## config.mk

```make
export PLATFORM = sky130hd
export DESIGN_NAME = cp0_regfile_flat
export DESIGN_NICKNAME = d
export VERILOG_FILES = /design/src/rtl/cp0_regfile_pkg.sv /design/src/rtl/cp0_regfile_if.sv /design/src/rtl/cp0_regfile_timer.sv /design/src/rtl/cp0_regfile.sv /design/src/flat_wrapper.sv
export SDC_FILE = /design/constraint.sdc
export NUM_CORES = 1
export LEC_CHECK = 0
export CORE_UTILIZATION = 40
export CTS_CLUSTER_SIZE = 8
export DETAILED_ROUTE_END_ITERATION = 16
export PLACE_DENSITY = 0.73
export SLEW_MARGIN = 20
export SYNTH_ARGS = -nofsm -noshare
export SYNTH_HDL_FRONTEND = slang
export SYNTH_HIERARCHICAL = 1
export SYNTH_SLANG_ARGS = --single-unit
```

## constraint.sdc

```tcl
create_clock -name clk -period 6.2 [get_ports clk]
set_input_delay 0.62 -clock clk [delete_from_list [all_inputs] [get_ports clk]]
set_output_delay 0.62 -clock clk [all_outputs]
set_load 0.05 [all_outputs]
```

## src/rtl/cp0_regfile_pkg.sv

```systemverilog
// CP0 shared types: register numbers, Status/Cause bit positions, ExcCodes.
// Latency: n/a; backpressure: n/a.
package cp0_regfile_pkg;

  typedef struct packed {
    logic [31:0] badvaddr;
    logic [31:0] count;
    logic [31:0] compare;
    logic [31:0] status;
    logic [31:0] cause;
    logic [31:0] epc;
  } cp0_t;

  localparam logic [4:0] CP0_BADVADDR = 5'd8;
  localparam logic [4:0] CP0_COUNT    = 5'd9;
  localparam logic [4:0] CP0_COMPARE  = 5'd11;
  localparam logic [4:0] CP0_STATUS   = 5'd12;
  localparam logic [4:0] CP0_CAUSE    = 5'd13;
  localparam logic [4:0] CP0_EPC      = 5'd14;

  localparam int ST_IE     = 0;
  localparam int ST_EXL    = 1;
  localparam int ST_IM_LO  = 8;
  localparam int ST_IM_HI  = 15;
  localparam logic [31:0] STATUS_WMASK = 32'h0000_FF03;

  localparam int CA_EXC_LO = 2;
  localparam int CA_EXC_HI = 6;
  localparam int CA_IP_LO  = 8;
  localparam int CA_IP_HI  = 15;
  localparam int CA_SWIP_HI = 9;
  localparam int CA_HWIP_LO = 10;
  localparam int CA_HWIP_HI = 14;
  localparam int CA_IP7    = 15;
  localparam int CA_TI     = 30;
  localparam int CA_BD     = 31;

  localparam logic [4:0] EXC_INT  = 5'd0;
  localparam logic [4:0] EXC_ADEL = 5'd4;
  localparam logic [4:0] EXC_ADES = 5'd5;
  localparam logic [4:0] EXC_SYS  = 5'd8;
  localparam logic [4:0] EXC_BP   = 5'd9;
  localparam logic [4:0] EXC_RI   = 5'd10;
  localparam logic [4:0] EXC_OV   = 5'd12;
  localparam logic [4:0] EXC_TR   = 5'd13;

  // A delay-slot fault must restart at the branch that owns the slot.
  function automatic logic [31:0] epc_target(input logic [31:0] pc, input logic bd);
    return bd ? (pc - 32'd4) : pc;
  endfunction

endpackage

```

## src/rtl/cp0_regfile_if.sv

```systemverilog
// Pipeline <-> CP0 bundle: MTC0/exception/ERET commit in, next-state view and redirect out.
// Latency: n/a; backpressure: none, every commit is accepted the cycle it is presented.
interface cp0_regfile_if;
  import cp0_regfile_pkg::*;

  logic        wen;
  logic [4:0]  waddr;
  logic [31:0] wdata;
  logic        exc_valid;
  logic [4:0]  exc_code;
  logic [31:0] exc_pc;
  logic        exc_bd;
  logic        exc_vaddr_v;
  logic [31:0] exc_vaddr;
  logic        eret;
  logic [5:0]  ext_int;
  cp0_t        cp0_nxt;
  logic        int_req;
  logic        redirect_v;
  logic [31:0] redirect_pc;

  modport master (
    output wen, waddr, wdata, exc_valid, exc_code, exc_pc, exc_bd,
           exc_vaddr_v, exc_vaddr, eret, ext_int,
    input  cp0_nxt, int_req, redirect_v, redirect_pc
  );

  modport slave (
    input  wen, waddr, wdata, exc_valid, exc_code, exc_pc, exc_bd,
           exc_vaddr_v, exc_vaddr, eret, ext_int,
    output cp0_nxt, int_req, redirect_v, redirect_pc
  );

endinterface

```

## src/rtl/cp0_regfile_timer.sv

```systemverilog
// Count register with half-rate tick; flags a Count==Compare match on increment.
// Latency: count_nxt/ti_set combinational from state + inputs; backpressure: none.
module cp0_regfile_timer (
  input  logic        clk,
  input  logic        reset,
  input  logic        count_wen,
  input  logic [31:0] count_wdata,
  input  logic [31:0] compare_q,
  output logic [31:0] count_nxt,
  output logic        ti_set
);

  logic [31:0] count_q, count_d, count_inc;
  logic        tick_q, tick_d;

  always_comb begin
    count_inc = count_q + 32'd1;
    count_d   = count_q;
    tick_d    = ~tick_q;
    ti_set    = 1'b0;
    if (count_wen) begin
      // Software write realigns the tick phase.
      count_d = count_wdata;
      tick_d  = 1'b0;
    end else if (tick_q) begin
      count_d = count_inc;
      ti_set  = (count_inc == compare_q);
    end
  end

  assign count_nxt = count_d;

  always_ff @(posedge clk) begin
    if (reset) begin
      count_q <= 32'd0;
      tick_q  <= 1'b0;
    end else begin
      count_q <= count_d;
      tick_q  <= tick_d;
    end
  end

endmodule

```

## src/rtl/cp0_regfile.sv

```systemverilog
// Architectural CP0 state: MTC0, exception entry and ERET commit; timer and interrupt request.
// Latency: cp0_nxt/redirect combinational, state on next edge; backpressure: none.
module cp0_regfile
  import cp0_regfile_pkg::*;
#(
  parameter logic [31:0] EXC_VECTOR   = 32'hBFC0_0380,
  parameter logic [31:0] STATUS_RESET = 32'h0040_0000
) (
  input logic         clk,
  input logic         reset,
  cp0_regfile_if.slave bus
);

  logic [31:0] badvaddr_q, badvaddr_d;
  logic [31:0] compare_q, compare_d;
  logic [31:0] status_q, status_d;
  logic [31:0] cause_q, cause_d;
  logic [31:0] epc_q, epc_d;
  logic [31:0] count_nxt;
  logic        ti_set;
  logic        ti_d;
  logic        wr_count, wr_compare, wr_status, wr_cause, wr_epc;
  logic        exc_writes_epc;
  logic        unused_ext_int5;

  assign wr_count   = bus.wen && (bus.waddr == CP0_COUNT);
  assign wr_compare = bus.wen && (bus.waddr == CP0_COMPARE);
  assign wr_status  = bus.wen && (bus.waddr == CP0_STATUS);
  assign wr_cause   = bus.wen && (bus.waddr == CP0_CAUSE);
  assign wr_epc     = bus.wen && (bus.waddr == CP0_EPC);

  // A nested exception (EXL already set) keeps the original EPC and BD.
  assign exc_writes_epc = bus.exc_valid && !status_q[ST_EXL];

  // IP7 is the timer line, so HW5 has no Cause slot.
  assign unused_ext_int5 = bus.ext_int[5];

  cp0_regfile_timer u_timer (
    .clk         (clk),
    .reset       (reset),
    .count_wen   (wr_count),
    .count_wdata (bus.wdata),
    .compare_q   (compare_q),
    .count_nxt   (count_nxt),
    .ti_set      (ti_set)
  );

  always_comb begin
    badvaddr_d = badvaddr_q;
    if (bus.exc_valid && bus.exc_vaddr_v) begin
      badvaddr_d = bus.exc_vaddr;
    end

    compare_d = wr_compare ? bus.wdata : compare_q;

    status_d = status_q;
    if (wr_status) begin
      status_d = (status_q & ~STATUS_WMASK) | (bus.wdata & STATUS_WMASK);
    end
    if (bus.exc_valid) begin
      status_d[ST_EXL] = 1'b1;
    end else if (bus.eret) begin
      status_d[ST_EXL] = 1'b0;
    end

    epc_d = epc_q;
    if (exc_writes_epc) begin
      epc_d = epc_target(bus.exc_pc, bus.exc_bd);
    end else if (wr_epc) begin
      epc_d = bus.wdata;
    end

    // Compare write acknowledges the timer, even against a same-cycle match.
    ti_d = cause_q[CA_TI];
    if (wr_compare) begin
      ti_d = 1'b0;
    end else if (ti_set) begin
      ti_d = 1'b1;
    end

    cause_d = cause_q;
    cause_d[CA_TI]  = ti_d;
    cause_d[CA_IP7] = ti_d;
    cause_d[CA_HWIP_HI:CA_HWIP_LO] = bus.ext_int[4:0];
    if (wr_cause) begin
      cause_d[CA_SWIP_HI:CA_IP_LO] = bus.wdata[CA_SWIP_HI:CA_IP_LO];
    end
    if (bus.exc_valid) begin
      cause_d[CA_EXC_HI:CA_EXC_LO] = bus.exc_code;
    end
    if (exc_writes_epc) begin
      cause_d[CA_BD] = bus.exc_bd;
    end
  end

  assign bus.cp0_nxt = '{
    badvaddr: badvaddr_d,
    count:    count_nxt,
    compare:  compare_d,
    status:   status_d,
    cause:    cause_d,
    epc:      epc_d
  };

  assign bus.int_req = status_q[ST_IE] & ~status_q[ST_EXL]
                     & |(cause_q[CA_IP_HI:CA_IP_LO] & status_q[ST_IM_HI:ST_IM_LO]);

  assign bus.redirect_v  = bus.exc_valid | bus.eret;
  assign bus.redirect_pc = bus.exc_valid ? EXC_VECTOR : epc_q;

  always_ff @(posedge clk) begin
    if (reset) begin
      badvaddr_q <= 32'd0;
      compare_q  <= 32'd0;
      status_q   <= STATUS_RESET;
      cause_q    <= 32'd0;
      epc_q      <= 32'd0;
    end else begin
      badvaddr_q <= badvaddr_d;
      compare_q  <= compare_d;
      status_q   <= status_d;
      cause_q    <= cause_d;
      epc_q      <= epc_d;
    end
  end

endmodule

```

## src/flat_wrapper.sv

```systemverilog
// flat-port wrapper written by rule: the top's interface ports become plain ports
module cp0_regfile_flat import cp0_regfile_pkg::*;
#(
  parameter logic [31:0] EXC_VECTOR   = 32'hBFC0_0380,
  parameter logic [31:0] STATUS_RESET = 32'h0040_0000
)
  (clk, reset, bus_wen, bus_waddr, bus_wdata, bus_exc_valid, bus_exc_code, bus_exc_pc, bus_exc_bd, bus_exc_vaddr_v, bus_exc_vaddr, bus_eret, bus_ext_int, bus_cp0_nxt, bus_int_req, bus_redirect_v, bus_redirect_pc);
  cp0_regfile_if bus_i ();
  input logic clk;
  input logic reset;
  input wire logic [$bits(bus_i.wen)-1:0] bus_wen;
  input wire logic [$bits(bus_i.waddr)-1:0] bus_waddr;
  input wire logic [$bits(bus_i.wdata)-1:0] bus_wdata;
  input wire logic [$bits(bus_i.exc_valid)-1:0] bus_exc_valid;
  input wire logic [$bits(bus_i.exc_code)-1:0] bus_exc_code;
  input wire logic [$bits(bus_i.exc_pc)-1:0] bus_exc_pc;
  input wire logic [$bits(bus_i.exc_bd)-1:0] bus_exc_bd;
  input wire logic [$bits(bus_i.exc_vaddr_v)-1:0] bus_exc_vaddr_v;
  input wire logic [$bits(bus_i.exc_vaddr)-1:0] bus_exc_vaddr;
  input wire logic [$bits(bus_i.eret)-1:0] bus_eret;
  input wire logic [$bits(bus_i.ext_int)-1:0] bus_ext_int;
  output wire logic [$bits(bus_i.cp0_nxt)-1:0] bus_cp0_nxt;
  output wire logic [$bits(bus_i.int_req)-1:0] bus_int_req;
  output wire logic [$bits(bus_i.redirect_v)-1:0] bus_redirect_v;
  output wire logic [$bits(bus_i.redirect_pc)-1:0] bus_redirect_pc;
  assign bus_i.wen = bus_wen;
  assign bus_i.waddr = bus_waddr;
  assign bus_i.wdata = bus_wdata;
  assign bus_i.exc_valid = bus_exc_valid;
  assign bus_i.exc_code = bus_exc_code;
  assign bus_i.exc_pc = bus_exc_pc;
  assign bus_i.exc_bd = bus_exc_bd;
  assign bus_i.exc_vaddr_v = bus_exc_vaddr_v;
  assign bus_i.exc_vaddr = bus_exc_vaddr;
  assign bus_i.eret = bus_eret;
  assign bus_i.ext_int = bus_ext_int;
  assign bus_cp0_nxt = bus_i.cp0_nxt;
  assign bus_int_req = bus_i.int_req;
  assign bus_redirect_v = bus_i.redirect_v;
  assign bus_redirect_pc = bus_i.redirect_pc;
  cp0_regfile #(.EXC_VECTOR(EXC_VECTOR), .STATUS_RESET(STATUS_RESET)) u_core (.clk(clk), .reset(reset), .bus(bus_i));
endmodule
```

==> summary by stage, run 1 <==
CTS
Buffers inserted to repair hold after CTS numbered 0. Once the clock tree was built, the resizer swapped 0 gates to a different size. TritonCTS built the clock tree.

In this run the number of H-tree levels came out at 4. The library cell used as clock root buffer is sky130_fd_sc_hd__clkbuf_16. The number of buffers created by CTS is 17. The number of clock sinks seen by CTS is 153.

The clock transition at the register clock pins on the worst setup and hold paths after CTS is 0.07 ns. The number of post-CTS setup repair buffers is 0. The later-pin clock latency in the skew report is 0.43 ns. No sink is reached through more buffers than the 2 on the longest clock path.

Drt
After detailed routing, the number of remaining DRC violations is 0. The average routed wire per standard cell is 19.8 um. The detailed-router iteration count before antenna repair is 5. In this run, the number of DRC markers left after iteration 0 of detailed routing was 521. Across all layers, the routed design uses 8878 vias.

The count of nets left with antenna violations once routing finished came out at 0. Using the TritonRoute via totals, the vias-per-cell ratio works out to 5.45. The detailed-route wire length is 32200 um.

Die
The die covers 0.0239 mm^2. The die is 155 um tall. For this configuration, the core starts out at a cell density of 41.0%. The standard cell core area is 0.0227 mm^2. The floorplan has 55 rows. The number of ports placed on the die boundary is 345. The floorplan step set the die width to 155 um.

Synth
A synthesized cell averages 8.62 um^2. After synthesis the cells add up to 0.00931 mm^2. The share of the synthesized area in the top cell type is 32.9%. After synthesis, the cell types taking the most area are sky130_fd_sc_hd__dfxtp_1 (33%), sky130_fd_sc_hd__mux2_2 (9.7%), sky130_fd_sc_hd__nor2b_1 (9.6%). Of the synthesized area, sequential elements account for 32.9%. Counting instances in the post-synthesis netlist gives the leading cell types as sky130_fd_sc_hd__dfxtp_1 (153), sky130_fd_sc_hd__nor2b_1 (143), sky130_fd_sc_hd__mux2_2 (80), sky130_fd_sc_hd__nand2_1 (69), sky130_fd_sc_hd__clkbuf_1 (53).

The post-synthesis cell count is 1080. Of all flip-flops after synthesis, the portion carrying an async set or reset was 0%. The post-synthesis register bit count is 153. Of all cell types, the one taking the most synthesized area is sky130_fd_sc_hd__dfxtp_1.

The number of synthesized flops with an enable pin is 0. By instance count, the leading cell after synthesis is sky130_fd_sc_hd__dfxtp_1. Synthesis instantiated 66 different standard cells from the library.

Yosys printed 6 warnings. In the synthesized netlist the dominant register cell turns out to be sky130_fd_sc_hd__dfxtp_1.

Finish
The non-filler instance count after layout is 1630. The final layout contains 1452 nets. The finished cells cover 0.0129 mm^2. The synthesis-to-layout area growth is 38.4%.

Cells fill 56.7% of the core in the end. The final-layout fill cell count is 2072. The share of layout cells above drive strength 1 is 11.5%.

STA
The max-slew violation count is 0. The worst path meets setup with 0.913 ns of slack. The share of the clock period used by the worst path after layout is 85.3%. Setup violations remaining at the end of the flow were counted as 0.

For the final database, setup skew stands at 0.0147 ns. The final critical delay including setup and external delays is 5.29 ns. Derived from the worst setup path, the maximum achievable clock frequency is 189 MHz. The hold violation count in the final report was 0.

Setup repair after global routing left no endpoint under its margin. The total negative setup slack is 0 ns. The headroom to the max-slew limit is 32.3%. The worst hold-check slack is 0.470 ns. The transition time of the tightest slew-check pin is 1.01 ns.

Worst setup path
The category of the most critical setup path is reg2out. The type of element launching the critical path is a register. Data on the critical path is required at its endpoint by 5.58 ns. Data arrives at the worst endpoint at 4.67 ns. The critical path starts at u_core/u_timer/count_q[0]$_SDFF_PP0_. The highest net fanout along the worst path is 9. The critical register-to-register path startpoint is u_core/u_timer/count_q[0]$_SDFF_PP0_. The worst setup path is captured at an output pin.

Global routing
The first global-routing pass estimated 47600 um of wire. The number of global-route vias before repair is 8249. The pin count of the biggest net entering global routing is 88. The global router's overall resource usage is 26.4%. The initial antenna violation count was 4. The leftover overflow at the end of global routing is 0.

Power
The largest voltage drop on the vdd net is 164 uV. The final total power is 2.86 mW. The ratio of total power to cell area is 222 mW/mm^2. The leakage power is 4.79 nW.

Hold path
The type of the worst min-delay path is reg2reg. The startpoint identified for the worst hold timing path is u_core/cause_q[31]$_SDFF_PP0_.

Run
The count of max-cap constraint violations is 0.

Placement
The HPWL after detailed placement is 24500 um. In this run the tool buffered the top-level ports with 304 buffer cells. The congestion estimate from routability-driven global placement came to 0.958. At the placement stage, the worst setup path has a slack of 1.46 ns. Once placement finished, the instance area stood at 0.0123 mm^2. The cell count after placement is 1597.

Status
The flow ran to the end, and the final reports show no timing, DRC or antenna violations.
## registers in the layout, indices dropped and copies added, names as in the netlist
register,cells
u_core/u_timer/count_q,32
u_core/status_q,10
u_core/cause_q,14
u_core/badvaddr_q,32
u_core/epc_q,32
u_core/compare_q,32
u_core/u_timer/tick_q,1
## worst max-delay path: stages, from the launching register on
cell                              delay (ns)
sky130_fd_sc_hd__dfxtp_1                0.43
sky130_fd_sc_hd__ha_1                   0.37
sky130_fd_sc_hd__nand4_1                0.24
sky130_fd_sc_hd__or4b_2                 0.68
sky130_fd_sc_hd__a2111oi_0              0.75
sky130_fd_sc_hd__nand4_1                0.18
sky130_fd_sc_hd__nor3_1                 0.29
sky130_fd_sc_hd__and4bb_1               0.24
sky130_fd_sc_hd__nor2_1                 0.06
sky130_fd_sc_hd__nor2_1                 0.17
sky130_fd_sc_hd__clkdlybuf4s50_1        0.84
## worst paths after layout
path	to	slack (ns)	cells past startpoint
setup / recovery	bus_cp0_nxt[62]	0.91	10
hold / removal	u_core/cause_q[31]$_SDFF_PP0_	0.47	2
setup reg to reg	u_core/cause_q[30]$_SDFF_PP0_	2.78	9
hold reg to reg	u_core/cause_q[31]$_SDFF_PP0_	0.47	2
## final cells by class
cell class | count | area, um^2 | area share (%)
multi-input combinational | 839 | 5720 | 44.4
timing repair buffer | 314 | 3120 | 24.2
sequential | 153 | 3060 | 23.8
clock buffer | 17 | 425 | 3.30
tap | 285 | 357 | 2.77
clock inverter | 15 | 174 | 1.35
inverter | 6 | 22.5 | 0.175
antenna | 1 | 2.50 | 0.0194
## routing by layer
metal	share of wire, %	vias to the layer above	wire length (um)	global-route usage [%]
li1	-	4253	-	-
met1	42	4195	13500	32.2
met2	48	380	15400	44.6
met3	7.8	46	2500	6.95
met4	2.5	4	799	9.19
met5	0.071	-	23	0
## logic make-up (layout without fill, tap and decap cells)
| family | count (synthesis) | count (layout) | share of synthesized area [%] |
|---|---|---|---|
| adder cells (fa/ha/maj) | 3 | 3 | 0.376 |
| XOR/XNOR | 89 | 89 | 8.37 |
| AND/OR/NAND/NOR | 467 | 467 | 29.7 |
| other | 2 | 40 | 0.0807 |
| multiplexers | 87 | 87 | 10.4 |
| buffers and inverters | 125 | 352 | 7.23 |
| AO/OA/AOI/OAI | 154 | 154 | 10.9 |
| flip-flops | 153 | 153 | 32.9 |
## power by group
part / internal, mW / switching [mW]
Clock: 0.545 / 0.513
Sequential: 1.02 / 0.0181
Combinational: 0.264 / 0.495
## placed cells by master (no fill, tap or decap), types with 7 or more instances in the layout
cell | netlist | routed
sky130_fd_sc_hd__a211oi_1 | 39 | 39
sky130_fd_sc_hd__a21oi_1 | 20 | 20
sky130_fd_sc_hd__a311oi_1 | 12 | 12
sky130_fd_sc_hd__a31oi_1 | 15 | 15
sky130_fd_sc_hd__and2_1 | 9 | 9
sky130_fd_sc_hd__and3_1 | 35 | 35
sky130_fd_sc_hd__and4_1 | 8 | 8
sky130_fd_sc_hd__buf_4 | 50 | 11
sky130_fd_sc_hd__clkbuf_16 | 0 | 17
sky130_fd_sc_hd__clkdlybuf4s50_1 | 0 | 303
sky130_fd_sc_hd__conb_1 | 2 | 39
sky130_fd_sc_hd__dfxtp_1 | 153 | 153
sky130_fd_sc_hd__mux2_2 | 80 | 80
sky130_fd_sc_hd__mux2i_1 | 7 | 7
sky130_fd_sc_hd__nand2_1 | 69 | 69
sky130_fd_sc_hd__nand3_1 | 29 | 29
sky130_fd_sc_hd__nand4_1 | 17 | 17
sky130_fd_sc_hd__nor2_1 | 34 | 34
sky130_fd_sc_hd__nor2b_1 | 143 | 142
sky130_fd_sc_hd__nor3_1 | 27 | 27
sky130_fd_sc_hd__nor4_1 | 18 | 18
sky130_fd_sc_hd__o21ai_0 | 41 | 41
sky130_fd_sc_hd__or2_2 | 17 | 17
sky130_fd_sc_hd__or3_1 | 7 | 7
sky130_fd_sc_hd__or4_1 | 12 | 12
sky130_fd_sc_hd__xnor2_1 | 47 | 47
sky130_fd_sc_hd__xor2_1 | 42 | 42
Power figures use the tool's default switching activity.
==> run 2: changes to the inputs <==
REMOVE_ABC_BUFFERS = 1   (was unset)
==> summary by stage, run 2 (same netlist as run 1, synthesis figures left out) <==
Die
The area of the die is 0.0239 mm^2 (unchanged). The horizontal extent of the die is 155 um (unchanged). The initial core utilization is 41.0% (unchanged). The standard cell core area came to 0.0227 mm^2 (unchanged). The number of standard-cell rows in the floorplan is 55 (unchanged). The number of ports placed on the die boundary is 345 (unchanged). The vertical die dimension is 155 um (unchanged).

CTS
The count of instances resized after the clock tree is built is 0 (unchanged). The clock transition at the register clock pins on the worst setup and hold paths after CTS is 0.07 ns (about the same). The TritonCTS clock tree is done (unchanged). The number of post-CTS setup repair buffers is 0 (unchanged). The number of clock sinks seen by CTS is 153 (unchanged). The number of buffers between clock root and the deepest sink is 2 (unchanged).

The library cell used as clock root buffer is sky130_fd_sc_hd__clkbuf_16 (unchanged). The number of buffers created by CTS is 17 (unchanged). The deepest level of the CTS H-tree was 4 (unchanged). The number of hold buffers added after cts is 0 (unchanged). The later-pin clock latency in the skew report was 0.43 ns (about the same).

Global routing
The initial antenna violation count is 1 (was 4). The leftover overflow at the end of global routing was 0 (unchanged). The pin count of the biggest net entering global routing is 86 (was 88).

The wire length of the first global-routing pass is 46700 um (was 47600 um). The global router's overall resource usage is 25.3% (was 26.4%). The number of global-route vias before repair was 8463 (was 8249).

Drt
The post-detailed-route DRC marker count was 0 (unchanged). The average vias per placed instance came to 5.44 (was 5.45). The overall via count from detail_route was 8897 (was 8878).

The detailed-route wire length was 30600 um (was 32200 um). The detailed-router iteration count before antenna repair is 5 (unchanged). The average routed wire per standard cell is 18.7 um (was 19.8 um). The detailed router's first-iteration violation count is 651 (was 521). The number of nets with antenna violations after detailed routing came to 0 (unchanged).

STA
The transition time of the tightest slew-check pin is 0.963 ns (was 1.01 ns). The top achievable clock speed is 203 MHz (was 189 MHz). The max-slew violation count is 0 (unchanged). The share of the clock period used by the worst path after layout was 79.5% (was 85.3%). The hold violation count in the final report is 0 (unchanged). Unrepaired setup endpoints after global routing: no (unchanged). The final critical delay including setup and external delays is 4.93 ns (was 5.29 ns). The headroom to the max-slew limit came to 35.8% (was 32.3%). The clock skew after layout is 0.0111 ns (was 0.0147 ns). The total negative setup slack was 0 ns (unchanged).

The final-report setup violation count is 0 (unchanged).

Power
The ratio of total power to cell area is 228 mW/mm^2 (was 222 mW/mm^2). The largest voltage drop on the vdd net is 150 uV (was 164 uV). The leakage power came to 4.85 nW (was 4.79 nW).

Placement
The placed wire-length estimate is 23100 um (was 24500 um). The final weighted congestion of routability-driven global placement is 0.902 (was 0.958). The number of buffers inserted by port buffering was 304 (unchanged).

Finish
The final core utilization is 57.1% (was 56.7%). The final-layout fill cell count is 2041 (was 2072). The count of nets after finishing is 1456 (was 1452). The leading cell type in the layout, fill and taps excluded is sky130_fd_sc_hd__clkdlybuf4s50_1 (unchanged). Commonest cells after routing, fill and taps aside: sky130_fd_sc_hd__clkdlybuf4s50_1 (303), sky130_fd_sc_hd__dfxtp_1 (153), sky130_fd_sc_hd__nor2b_1 (142) (unchanged). The share of layout cells above drive strength 1 is 11.6% (was 11.5%). The synthesis-to-layout area growth is 39.3% (was 38.4%).

Worst setup path
The type of element launching the critical path is a register (unchanged). The highest net fanout along the worst path is 9 (unchanged). The sort of element at the end of the critical path is an output pin (unchanged). The arrival time at the worst endpoint was 4.31 ns (was 4.67 ns). The data required time of the critical path is 5.58 ns (about the same). The category of the most critical setup path is reg2out (unchanged).

Status
Outcome: completed (unchanged).

Run
The count of max-cap constraint violations is 0 (unchanged).

Hold path
The type of the worst min-delay path is reg2reg (unchanged).
==> run 2: stage by stage <==
| stage | setup WS [ns] | instances | hold slack [ns] | instance area, um^2 | total power [mW] |
|---|---|---|---|---|---|
| floorplan | 1.33 | 998 | 0.438 | 8800 | 1.50 |
| global placement | 1.67 | 1601 | 0.452 | 12300 | 1.81 |
| detailed placement | 1.63 | 1601 | 0.476 | 12300 | 1.81 |
| CTS | 1.28 | 1633 | 0.486 | 13000 | 2.97 |
| global route | 1.06 | 1634 | 0.527 | 13000 | 3.05 |
| finish | 1.27 | 1634 | 0.478 | 13000 | 2.95 |
==> run 2: final cells by class <==
type                       count  area, um^2  share of cell area [%]
clock inverter                12         186                    1.44
multi-input combinational    839        5720                    44.1
sequential                   153        3060                    23.6
antenna                        1        2.50                  0.0193
inverter                       6        22.5                   0.174
timing repair buffer         318        3150                    24.3
clock buffer                  20         467                    3.60
tap                          285         357                    2.75
==> run 2: path summary, 6_finish.rpt <==
path	start	end	slack, ns	depth (start not counted)
max	u_core/u_timer/count_q[0]$_SDFF_PP0_	bus_cp0_nxt[62]	1.27	10
min	u_core/cause_q[31]$_SDFF_PP0_	u_core/cause_q[31]$_SDFF_PP0_	0.48	2
max reg2reg	u_core/u_timer/count_q[0]$_SDFF_PP0_	u_core/cause_q[30]$_SDFF_PP0_	3.10	9
min reg2reg	u_core/cause_q[31]$_SDFF_PP0_	u_core/cause_q[31]$_SDFF_PP0_	0.48	2
==> run 2: routing by layer <==
layer  track usage, %  vias to the layer above  routed length, um
met5                0                        -                  0
met4             10.8                        0                877
met3             5.72                       51               2110
met2             43.0                      363              15100
met1             30.5                     4225              12500
li1                 -                     4258                  -
==> run 2: worst max-delay path, cell delays in order, from the launching register on <==
cell and delay (ns):
sky130_fd_sc_hd__dfxtp_1 0.42, sky130_fd_sc_hd__ha_1 0.37, sky130_fd_sc_hd__nand2_1 0.21, sky130_fd_sc_hd__nor4_4 0.56, sky130_fd_sc_hd__and2_1 0.36, sky130_fd_sc_hd__a31oi_1 0.15, sky130_fd_sc_hd__or4_1 0.51, sky130_fd_sc_hd__and4bb_1 0.25
sky130_fd_sc_hd__nor2_1 0.06, sky130_fd_sc_hd__nor2_1 0.15, sky130_fd_sc_hd__clkdlybuf4s50_1 0.83
==> run 2: power by group <==
group	switching [mW]	internal [mW]	leakage [nW]
registers	0.0180	1.02	1.25
clock network	0.449	0.713	0.322
logic	0.488	0.265	3.28
total	0.955	2.00	4.85
==> run 3: changes to the inputs <==
clock period = 4.8 ns   (was 6.2 ns; I/O delays follow)
==> summary by stage, run 3 (same netlist as run 1, synthesis figures left out) <==
Status
Outcome: completed (unchanged).

CTS
The deepest level of the CTS H-tree was 4 (unchanged). The count of instances resized after the clock tree is built was 0 (unchanged). The number of clock sinks seen by CTS is 153 (unchanged). The number of hold buffers added after cts is 0 (unchanged). The later-pin clock latency in the skew report was 0.42 ns (was 0.43 ns). The TritonCTS clock tree is done (unchanged). The number of buffers between clock root and the deepest sink is 2 (unchanged).

The number of post-CTS setup repair buffers is 0 (unchanged). The library cell used as clock root buffer is sky130_fd_sc_hd__clkbuf_16 (unchanged). The number of buffers created by CTS was 17 (unchanged). The clock transition at the register clock pins on the worst setup and hold paths after CTS is 0.07 ns (about the same).

Finish
The count of nets after finishing was 1456 (unchanged). The synthesis-to-layout area growth was 38.4% (was 39.3%). The final core utilization was 56.8% (was 57.1%).

The leading cell type in the layout, fill and taps excluded is sky130_fd_sc_hd__clkdlybuf4s50_1 (unchanged). The final standard cell area without fillers is 0.0129 mm^2 (was 0.0130 mm^2). Commonest cells after routing, fill and taps aside: sky130_fd_sc_hd__clkdlybuf4s50_1 (237), sky130_fd_sc_hd__dfxtp_1 (153), sky130_fd_sc_hd__nor2b_1 (142) (was sky130_fd_sc_hd__clkdlybuf4s50_1 (303), sky130_fd_sc_hd__dfxtp_1 (153), sky130_fd_sc_hd__nor2b_1 (142)). The share of layout cells above drive strength 1 is 16.4% (was 11.6%). The non-filler instance count after layout came to 1634 (unchanged). The area occupied by registers is 0.00306 mm^2 (unchanged). The final-layout fill cell count is 2073 (was 2041). The area occupied by multi-input gates came to 0.00572 mm^2 (about the same).

Drt
The detailed-router iteration count before antenna repair is 5 (unchanged). The overall via count from detail_route is 8785 (was 8897). The average vias per placed instance came to 5.38 (was 5.44). The detailed-route wire length is 30200 um (was 30600 um). The detailed router's first-iteration violation count is 523 (was 651). The number of nets with antenna violations after detailed routing came to 0 (unchanged). The post-detailed-route DRC marker count was 0 (unchanged). The average routed wire per standard cell was 18.5 um (was 18.7 um).

Global routing
The initial antenna violation count came to 1 (unchanged). The number of global-route vias before repair is 8335 (was 8463). The leftover overflow at the end of global routing came to 0 (unchanged).

The global router's overall resource usage is 25.0% (was 25.3%). The wire length of the first global-routing pass is 46100 um (was 46700 um). The pin count of the biggest net entering global routing is 83 (was 86).

Die
The standard cell core area is 0.0227 mm^2 (unchanged). The area of the die is 0.0239 mm^2 (unchanged). The vertical die dimension is 155 um (unchanged). The horizontal extent of the die is 155 um (unchanged). The initial core utilization was 41.0% (unchanged). The number of standard-cell rows in the floorplan is 55 (unchanged). The number of ports placed on the die boundary was 345 (unchanged).

Worst setup path
The register-to-register setup slack is 1.58 ns (was 3.10 ns). The arrival time at the worst endpoint was 3.81 ns (was 4.31 ns). Series of cell instances along the critical path: ha_1 -> nand4_1 -> or4b_2 -> a2111oi_0 -> nand4_1 -> nor3_1 -> and4bb_1 -> nor2_1 -> nor2_1 -> buf_4 (was ha_1 -> nand2_1 -> nor4_4 -> and2_1 -> a31oi_1 -> or4_1 -> and4bb_1 -> nor2_1 -> nor2_1 -> clkdlybuf4s50_1). The launching element of the worst setup path is u_core/u_timer/count_q[0]$_SDFF_PP0_ (unchanged). The cell depth of the worst flop-to-flop path is 9 (unchanged).

The cell with the largest stage delay on the worst path is sky130_fd_sc_hd__or4b_2 (was sky130_fd_sc_hd__clkdlybuf4s50_1). The terminus of the critical flop-to-flop path is u_core/cause_q[30]$_SDFF_PP0_ (unchanged). The data required time of the critical path came to 4.32 ns (was 5.58 ns). The type of element launching the critical path was a register (unchanged). The category of the most critical setup path was reg2out (unchanged).

The largest incremental delay on the critical path was 0.67 ns (was 0.83 ns). The sort of element at the end of the critical path is an output pin (unchanged). The destination of the critical timing path is bus_cp0_nxt[62] (unchanged). The highest net fanout along the worst path is 9 (unchanged). The critical register-to-register path startpoint was u_core/u_timer/count_q[0]$_SDFF_PP0_ (unchanged).

Run
The count of max-cap constraint violations was 0 (unchanged).

STA
The worst hold-check slack was 0.468 ns (was 0.478 ns). The hold violation count in the final report is 0 (unchanged). The headroom to the max-slew limit is 32.8% (was 35.8%). The total negative setup slack is 0 ns (unchanged).

The clock skew after layout is 0.00775 ns (was 0.0111 ns). The final-report setup violation count is 0 (unchanged). The final worst slack came to 0.511 ns (was 1.27 ns). The max-slew violation count was 0 (unchanged). Unrepaired setup endpoints after global routing: no (unchanged). The worst path uses 89.3% of the clock period. The transition time of the tightest slew-check pin was 1.01 ns (was 0.963 ns). The final critical delay including setup and external delays is 4.29 ns.

The top achievable clock speed is 233 MHz.

Power
The leakage power is 4.95 nW (was 4.85 nW). The ratio of total power to cell area was 296 mW/mm^2 (was 228 mW/mm^2). The final total power came to 3.82 mW (was 2.95 mW). The largest voltage drop on the vdd net is 184 uV (was 150 uV).

Placement
The placed instance area is 0.0122 mm^2 (was 0.0123 mm^2). The setup slack after placement was 0.767 ns (was 1.63 ns). The number of buffers inserted by port buffering is 304 (unchanged). The final weighted congestion of routability-driven global placement is 0.885 (was 0.902). The placed wire-length estimate is 23100 um (about the same). The cell count after placement is 1601 (unchanged).

Hold path
The type of the worst min-delay path is reg2reg (unchanged).
==> run 3: routing by layer <==
metal | wire (um) | up-vias | global-route usage, %
met3 | 1900 | 49 | 5.74
met2 | 15000 | 331 | 43.8
met1 | 12600 | 4138 | 29.7
li1 | - | 4267 | -
met5 | 0 | - | 0
met4 | 782 | 0 | 9.38
==> run 3: final cells by class <==
class	count	share of cell area [%]
Antenna cell	1	0.0194
Inverter	6	0.175
Timing Repair Buffer	318	23.8
Multi-Input combinational cell	839	44.4
Sequential cell	153	23.8
Tap cell	285	2.77
Clock buffer	19	3.36
Clock inverter	13	1.70
==> run 3: worst max-delay path, delay by kind of cell (launching register included) <==
kind	cells	cell delay, ns
fa+ha+maj	1	0.37
simple gates	7	1.70
flops	1	0.42
compound gates	1	0.67
buf+inv	1	0.22
==> run 3: worst min-delay path by stage <==
stage	start	end	slack, ns	depth (start not counted)
floorplan	u_core/cause_q[31]$_SDFF_PP0_	u_core/cause_q[31]$_SDFF_PP0_	0.44	2
detailed placement	u_core/cause_q[31]$_SDFF_PP0_	u_core/cause_q[31]$_SDFF_PP0_	0.46	2
global route	u_core/cause_q[31]$_SDFF_PP0_	u_core/cause_q[31]$_SDFF_PP0_	0.49	2
CTS	u_core/cause_q[31]$_SDFF_PP0_	u_core/cause_q[31]$_SDFF_PP0_	0.47	2
finish	u_core/cause_q[31]$_SDFF_PP0_	u_core/cause_q[31]$_SDFF_PP0_	0.47	2
global placement	u_core/cause_q[31]$_SDFF_PP0_	u_core/cause_q[31]$_SDFF_PP0_	0.45	2
==> run 3: power breakdown <==
group | internal [mW] | switching [mW] | leakage (nW)
clock network | 0.931 | 0.574 | 0.306
logic | 0.339 | 0.628 | 3.39
registers | 1.32 | 0.0277 | 1.25
